`src/rtl/pll_drp_pkg.sv`:
```
// Shared types for the PLL DRP reconfiguration sequencer: FSM states, ROM entry layout, bus widths.
// The read-modify-write merge rule is kept here so the ROM contents and the sequencer agree on mask polarity.
package pll_drp_pkg;

  localparam int DADDR_W = 5;
  localparam int DATA_W  = 16;
  localparam int CFG_W   = 4;
  localparam int IDX_W   = 4;

  typedef enum logic [2:0] {
    IDLE, RD, WRD, WR, WWR, REL, WLK, DONE
  } state_t;

  typedef struct packed {
    logic [DADDR_W-1:0] addr;
    logic [DATA_W-1:0]  mask;
    logic [DATA_W-1:0]  data;
  } rom_entry_t;

  // mask bit = 1 keeps the bit already in the PLL
  function automatic logic [DATA_W-1:0] drp_merge(input logic [DATA_W-1:0] old_v,
                                                  input logic [DATA_W-1:0] mask,
                                                  input logic [DATA_W-1:0] data);
    return (old_v & mask) | (data & ~mask);
  endfunction

endpackage

```
`src/rtl/pll_drp_rom.sv`:
```
// Per-config DRP table: config k programs CLKOUT0_DIVIDE=k+1 with M=8, D=1 and lock settings fixed.
// Purely combinational; entries past the table keep every PLL bit.
module pll_drp_rom
  import pll_drp_pkg::*;
(
  input  logic [CFG_W-1:0] cfg,
  input  logic [IDX_W-1:0] idx,
  output rom_entry_t       ent
);

  logic [4:0] div;
  logic [5:0] hi_t;
  logic [5:0] lo_t;

  always_comb begin
    div  = {1'b0, cfg} + 5'd1;
    hi_t = {2'b00, div[4:1]};
    lo_t = {1'b0, div} - hi_t;
    ent  = '{addr: 5'h00, mask: 16'hFFFF, data: 16'h0000};
    case (idx)
      // CLKOUT0 high/low time, then edge / no-count for odd and bypass divides
      4'd0: ent = '{addr: 5'h08, mask: 16'hF000, data: {4'h0, hi_t, lo_t}};
      4'd1: ent = '{addr: 5'h09, mask: 16'hFF3F, data: {8'h00, div[0], (div == 5'd1), 6'h00}};
      4'd2: ent = '{addr: 5'h14, mask: 16'hF000, data: 16'h0104};
      4'd3: ent = '{addr: 5'h15, mask: 16'hFF3F, data: 16'h0000};
      4'd4: ent = '{addr: 5'h16, mask: 16'hC000, data: 16'h1041};
      4'd5: ent = '{addr: 5'h18, mask: 16'hFC00, data: 16'h01E8};
      4'd6: ent = '{addr: 5'h19, mask: 16'h8000, data: 16'h7C01};
      4'd7: ent = '{addr: 5'h1A, mask: 16'h8000, data: 16'h7FE9};
      default: ;
    endcase
  end

endmodule

```
`src/rtl/pll_drp_seq.sv`:
```
// PLL DRP reconfiguration sequencer: holds the PLL in reset, read-modify-writes NREG registers, waits for lock.
// Zero-wait DRP: 4 cycles per register; one DRP access outstanding at a time; SEN ignored while busy.
module pll_drp_seq
  import pll_drp_pkg::*;
#(
  parameter int NREG    = 8,
  parameter int DRDY_TO = 64,
  parameter int LOCK_TO = 65535
) (
  input  logic               CLK,
  input  logic               RST,
  input  logic [CFG_W-1:0]   SADDR,
  input  logic               SEN,
  output logic               SRDY,
  output logic               ERR,
  input  logic [DATA_W-1:0]  DO,
  input  logic               DRDY,
  input  logic               LOCKED,
  output logic               DWE,
  output logic               DEN,
  output logic [DADDR_W-1:0] DADDR,
  output logic [DATA_W-1:0]  DI,
  output logic               DCLK,
  output logic               RST_PLL
);

  localparam int TMAX  = (LOCK_TO > DRDY_TO) ? LOCK_TO : DRDY_TO;
  localparam int TMR_W = $clog2(TMAX) + 1;
  localparam logic [TMR_W-1:0] DRDY_LAST = TMR_W'(DRDY_TO - 1);
  localparam logic [TMR_W-1:0] LOCK_LAST = TMR_W'(LOCK_TO - 1);
  localparam logic [TMR_W-1:0] TMR_SAT   = '1;
  localparam logic [IDX_W-1:0] IDX_LAST  = IDX_W'(NREG - 1);

  state_t             state_q, state_d;
  logic [CFG_W-1:0]   cfg_q, cfg_d;
  logic [IDX_W-1:0]   idx_q, idx_d;
  logic [TMR_W-1:0]   tmr_q;
  logic               err_d, rst_pll_d;
  logic [DATA_W-1:0]  di_d;
  rom_entry_t         ent;

  assign DCLK = CLK;

  // Lookup uses next cfg/idx so DADDR can be registered on entry to RD
  pll_drp_rom u_rom (
    .cfg (cfg_d),
    .idx (idx_d),
    .ent (ent)
  );

  always_comb begin
    cfg_d = cfg_q;
    idx_d = idx_q;
    if (state_q == IDLE && SEN) begin
      cfg_d = SADDR;
      idx_d = '0;
    end else if (state_q == WWR && DRDY && idx_q != IDX_LAST) begin
      idx_d = idx_q + IDX_W'(1);
    end
  end

  always_comb begin
    state_d   = state_q;
    err_d     = ERR;
    rst_pll_d = RST_PLL;
    di_d      = DI;
    case (state_q)
      IDLE: if (SEN) begin
        err_d     = 1'b0;
        rst_pll_d = 1'b1;
        state_d   = RD;
      end
      RD:   state_d = WRD;
      WRD: begin
        if (DRDY) begin
          di_d    = drp_merge(DO, ent.mask, ent.data);
          state_d = WR;
        end else if (tmr_q == DRDY_LAST) begin
          err_d     = 1'b1;
          rst_pll_d = 1'b0;
          state_d   = IDLE;
        end
      end
      WR:   state_d = WWR;
      WWR: begin
        if (DRDY) begin
          if (idx_q == IDX_LAST) begin
            rst_pll_d = 1'b0;
            state_d   = REL;
          end else begin
            state_d = RD;
          end
        end else if (tmr_q == DRDY_LAST) begin
          err_d     = 1'b1;
          rst_pll_d = 1'b0;
          state_d   = IDLE;
        end
      end
      REL:  state_d = WLK;
      WLK: begin
        if (LOCKED) begin
          state_d = DONE;
        end else if (tmr_q == LOCK_LAST) begin
          err_d   = 1'b1;
          state_d = IDLE;
        end
      end
      DONE:    state_d = IDLE;
      default: state_d = IDLE;
    endcase
  end

  // Outputs are registered from the next state so they line up with the state they belong to
  always_ff @(posedge CLK) begin
    if (RST) begin
      state_q <= IDLE;
      cfg_q   <= '0;
      idx_q   <= '0;
      tmr_q   <= '0;
      SRDY    <= 1'b0;
      ERR     <= 1'b0;
      DEN     <= 1'b0;
      DWE     <= 1'b0;
      DADDR   <= '0;
      DI      <= '0;
      RST_PLL <= 1'b0;
    end else begin
      state_q <= state_d;
      cfg_q   <= cfg_d;
      idx_q   <= idx_d;
      if (state_d != state_q) tmr_q <= '0;
      else if (tmr_q != TMR_SAT) tmr_q <= tmr_q + TMR_W'(1);
      SRDY    <= (state_d == DONE);
      ERR     <= err_d;
      DEN     <= (state_d == RD) || (state_d == WR);
      DWE     <= (state_d == WR);
      if (state_d == RD) DADDR <= ent.addr;
      DI      <= di_d;
      RST_PLL <= rst_pll_d;
    end
  end

endmodule

```
`config.mk`:
```
export PLATFORM = sky130hd
export DESIGN_NAME = pll_drp_seq
export DESIGN_NICKNAME = d
export VERILOG_FILES = /design/src/rtl/pll_drp_pkg.sv /design/src/rtl/pll_drp_rom.sv /design/src/rtl/pll_drp_seq.sv
export SDC_FILE = /design/constraint.sdc
export NUM_CORES = 1
export LEC_CHECK = 0
export ABC_AREA = 0
export CORE_UTILIZATION = 50
export CTS_BUF_LIST = sky130_fd_sc_hd__clkbuf_2 sky130_fd_sc_hd__clkbuf_4 sky130_fd_sc_hd__clkbuf_8
export DETAILED_ROUTE_END_ITERATION = 16
export PLACE_DENSITY = 0.75
export SLEW_MARGIN = 20
export SYNTH_ARGS = -nofsm -noshare
export SYNTH_HDL_FRONTEND = slang
export SYNTH_SLANG_ARGS = --single-unit
```
`constraint.sdc`:
```
create_clock -name CLK -period 6.5 [get_ports CLK]
set_clock_uncertainty 0.05 [all_clocks]
set_input_delay 1.3 -clock CLK [delete_from_list [all_inputs] [get_ports CLK]]
set_output_delay 1.3 -clock CLK [all_outputs]
set_load 0.005 [all_outputs]
```
## Yosys cells after proc, flatten, opt, wreduce, memory -nomap -nowiden

Cells that the tools add are included.

| cells by class | value |
|---|---|
| bitwise gates (word level) | 4 |
| reduce and logical (&&, ||, !) cells | 13 |
| $add $sub $neg | 4 |
| equality and inequality tests | 31 |
| muxes and demuxes | 24 |

Operator list:

| operator | count |
|---|---|
| $pmux W37 S8 | 1 |
| $and A16 B16 Y16 | 2 |
| $pmux W3 S8 | 1 |
| $mux W3 | 7 |
| $eq A4 B3 Y1 const B | 5 |
| $add A17 B1 Y17 const B | 1 |
| $eq A17 B16 Y1 const B | 1 |
| $eq A17 B6 Y1 const B | 1 |
| $ne A17 B17 Y1 const B | 1 |
| $not A16 Y16 | 1 |
| $or A16 B16 Y16 | 1 |
| $eq A3 B3 Y1 const B | 5 |
| $mux W4 | 3 |
| $mux W1 | 10 |
| $ne A2 B2 Y1 const B | 5 |
| $eq A3 B2 Y1 const B | 3 |
| $eq A4 B2 Y1 const B | 2 |
| $eq A3 B1 Y1 const B | 2 |
| $pmux W1 S3 | 2 |
| $reduce_and A6 Y1 | 1 |
| $reduce_bool A3 Y1 | 2 |
| $sub A5 B4 Y6 | 1 |
| $add A4 B1 Y5 const B | 1 |
| $eq A5 B1 Y1 const B | 1 |
| other kinds (13) | 16 |

| word-level totals | value |
|---|---|
| flip-flop bits (word level) | 54 |
| logic and storage cells | 87 |
| output and inout port bits | 27 |
| input port bits | 25 |

## Logic depth before layout (Yosys ltp)

| logic depth | value |
|---|---|
| depth in word-level cells | 10 |
| depth in mapped cells | 17 |
| mapped depth without buffers | 13 |

## Modules after synthesis

A second synthesis with hierarchy kept.

| unflattened totals | value |
|---|---|
| cells, all modules | 395 |
| area, all modules | 3410.8 um^2 |

Modules (own cells, without submodules):

| module | instances | cells each | area an instance (um^2) | sequential area each (um^2) |
|---|---|---|---|---|
| pll_drp_seq | 1 | 296 | 2757.6 | 1081.0 |
| pll_drp_rom | 1 | 99 | 653.1 | 0.0 |

==> results.sh <==
export IMPL_synth_edf_count=0
export IMPL_synth_top_cell_area_share_pct=32.5
export IMPL_synth_most_common_cell="nor2_1"
export IMPL_gp_congestion=0.880
export IMPL_ys_ff_latch=54
export IMPL_io_buffers=51
export IMPL_rows=29
export IMPL_cts_tree="yes"
export IMPL_yosysSeqAreaShare_pct=32.5
export IMPL_hold_viol_final=0
export IMPL_crit_path_max_incr_delay_ps=430
export IMPL_cp_start_kind="clock port"
export IMPL_critPathMostFrequentCell="clkbuf_8"
export IMPL_yosysWarnings=0
export IMPL_antenna_found_initial=0
export IMPL_internal_power_uw=779
export IMPL_die_w_um=83.6
export IMPL_setup_ws_ps=1240
export IMPL_holdCritPathClass="flip-flop to flip-flop"
export IMPL_cp_arrival_ps=3910
export IMPL_ir_drop_v=0.000164
export IMPL_rsz0062_at_grt="false"
export IMPL_floorplan_initialDensity_pct=52.2
export IMPL_syn_area_per_cell_um2=8.31
export IMPL_clk_insertion_delay_late_ps=430
export IMPL_comb_power_share_pct=37.6
export IMPL_setup_tns_ps=0
export IMPL_drt_iter0_markers=228
export IMPL_p_per_area_nw_per_um2=300
export IMPL_synth_top_area_cell="dfxtp_1"
export IMPL_netlist_area_um2=3330
export IMPL_cts_resized=0
export IMPL_holdBufCountCts=0
export IMPL_grt_pass1_wl_mm=14.9
export IMPL_fillers=556
export IMPL_endpoint_kind="output port"
export IMPL_finalMaxSlewViolations=0
export IMPL_post_place_ws_ps=1490
export IMPL_syn_to_final_growth_pct=20.8
export IMPL_ys_top_cells_by_count="nor2_1 (55), dfxtp_1 (54), a21oi_1 (27)"
export IMPL_tightest_slew_ps=775
export IMPL_power_switching_uw=427
export IMPL_grt_ovfl_total=0
export IMPL_syn_nets=438
export IMPL_maxCapViolations=0
export IMPL_path_clk_slew_ps=100
export IMPL_path_max_fanout=2
export IMPL_ys_types=67
export IMPL_critical_path_class="clock port to output port"
export IMPL_switching_share_pct=35.4
export IMPL_path_delay_family="buffers and inverters"
export IMPL_syn_inst=401
export IMPL_slew_headroom_pct=48.2
export IMPL_synthArstFlopShare_pct=0
export IMPL_first_global_vias=3054
export IMPL_post_cts_buffers=0
export IMPL_grt_max_degree=31
export IMPL_drcViolationCount=0
export IMPL_setup_viol=0
export IMPL_drive_gt1_share_pct=7.47
export IMPL_path_buf_inv=3
export IMPL_nets=478
export IMPL_holdWs_ps=410
export IMPL_place_area_um2=3840
export IMPL_final_area_um2=4020
export IMPL_wirelength_mm=8.73
export IMPL_antenna_cells=0
export IMPL_firstDrtPassIters=4
export IMPL_clkPwrFrac_pct=28.1
export IMPL_dp_hpwl_mm=6.08
export IMPL_status="finished, final reports clean"
export IMPL_synth_area_leaders="dfxtp_1 (32%), nor2_1 (6.2%), ha_1 (4.5%), a21oi_1 (4.1%), a211oi_1 (2.9%)"
export IMPL_die_area_um2=6990
export IMPL_wire_per_inst_um=16.8
export IMPL_leakage_uw=0.00150
export IMPL_crit_chain="clkbuf_8, clkbuf_8, clkdlybuf4s50_1"
export IMPL_seqPwrFrac_pct=34.2
export IMPL_die_y_um=83.6
export IMPL_routed_via_density=6.29
export IMPL_pin_count=52
export IMPL_final_util_pct=63.0
export IMPL_ys_flop_type="dfxtp_1"
export IMPL_fp_coreArea_um2=6390
export IMPL_ant_nets=0
export IMPL_num_vias=3263
export IMPL_grtUsageTotal_pct=26.3
export IMPL_cp_slowest_cell="clkdlybuf4s50_1"
export IMPL_required_ps=5150
## stage by stage
stage                     cells  total power, µW
after global placement      508              861
after detailed placement    508              873
final                       519             1210
after CTS                   519             1210
after global routing        519             1280
after floorplan             401              733
## placed cells by master (no fill, tap or decap), types with 5 or more instances in the layout
cell             Yosys  layout
mux2i_1              9       9
nand2b_1             5       5
nor4_1               9       9
o21ai_0             12      12
xnor2_1              8       8
nand2_1             20      20
nor2_1              55      55
nor3_1              12      12
xor2_1              10      10
inv_1               14      14
a21oi_1             27      27
o211ai_1             6       6
nand3_1             13      13
clkdlybuf4s50_1      0      51
nand4_1              7       7
and3_1               6       6
ha_1                12      12
and2_1               8       8
a211oi_1            13      13
clkbuf_8             0       8
nor2b_1              6       6
dfxtp_1             54      54
## final cells by class
type                    instances  area, µm²  area share [%]
multi-input cells             310       2090            51.9
flip-flops and latches         54       1080            26.9
repair buffers                 52        515            12.8
clock buffers                   9        120            2.99
well taps                      77       96.3            2.39
clock inverters                 3       68.8            1.71
inverters                      14       52.6            1.31
## worst register-to-register path, stage by stage, from the launching register on
cell and delay (ps):
dfxtp_1 540, or4b_4 760, mux2i_1 340, inv_1 120, ha_1 370, and2_1 230
o211ai_1 240, nand2_2 110, nor4_1 230, ha_1 200, nand3b_1 190, xnor2_1 150
nor3b_1 250, o21ai_0 110
## cell families (layout without fill, tap and decap cells)
group / Yosys count / in the layout / synth area share [%]
xor gates and xnor gates: 19 / 19 / 5.22
AOI/OAI and AO/OA: 96 / 96 / 21.0
buffers and inverters: 37 / 78 / 5.07
muxes: 10 / 10 / 3.04
DFF: 54 / 54 / 32.5
adders and majority gates: 12 / 12 / 4.51
and+or+nand+nor: 173 / 173 / 28.7
## final timing paths
path | start | endpoint | slack (ps) | cells past startpoint
worst max register to register | state_q[2]$_SDFF_PP0_ | DI[2]$_SDFFE_PP0P_ | 2510 | 13
worst max-delay path | CLK | DCLK | 1240 | 3
worst min-delay path | DI[15]$_SDFFE_PP0P_ | DI[15]$_SDFFE_PP0P_ | 410 | 2
worst min register to register | DI[15]$_SDFFE_PP0P_ | DI[15]$_SDFFE_PP0P_ | 410 | 2
## sequential cells by signal, summed over array words and instances, names as in the netlist
| signal | cells |
|---|---|
| SRDY | 1 |
| RST_PLL | 1 |
| idx_q | 4 |
| cfg_q | 4 |
| ERR | 1 |
| DEN | 1 |
| state_q | 3 |
| tmr_q | 17 |
| DADDR | 5 |
| DI | 16 |
| DWE | 1 |
## power by group through the flow
stage          sequential [µW]  clock, µW  combinational [µW]
6_report                   413        339                 453
5_1_grt                    420        359                 502
4_1_cts                    412        347                 448
3_5_place_dp               419       13.0                 441
3_3_place_gp               419       13.0                 429
2_1_floorplan              398       9.97                 326
## metal layers
layer | global-route usage (%) | vias up | routed length (µm)
li1 | - | 1542 | -
met1 | 36.7 | 1557 | 4010
met2 | 38.4 | 145 | 3900
met3 | 5.14 | 19 | 613
met4 | 13.4 | 0 | 203
met5 | 0 | - | 0
Power figures use the tool's default switching activity.
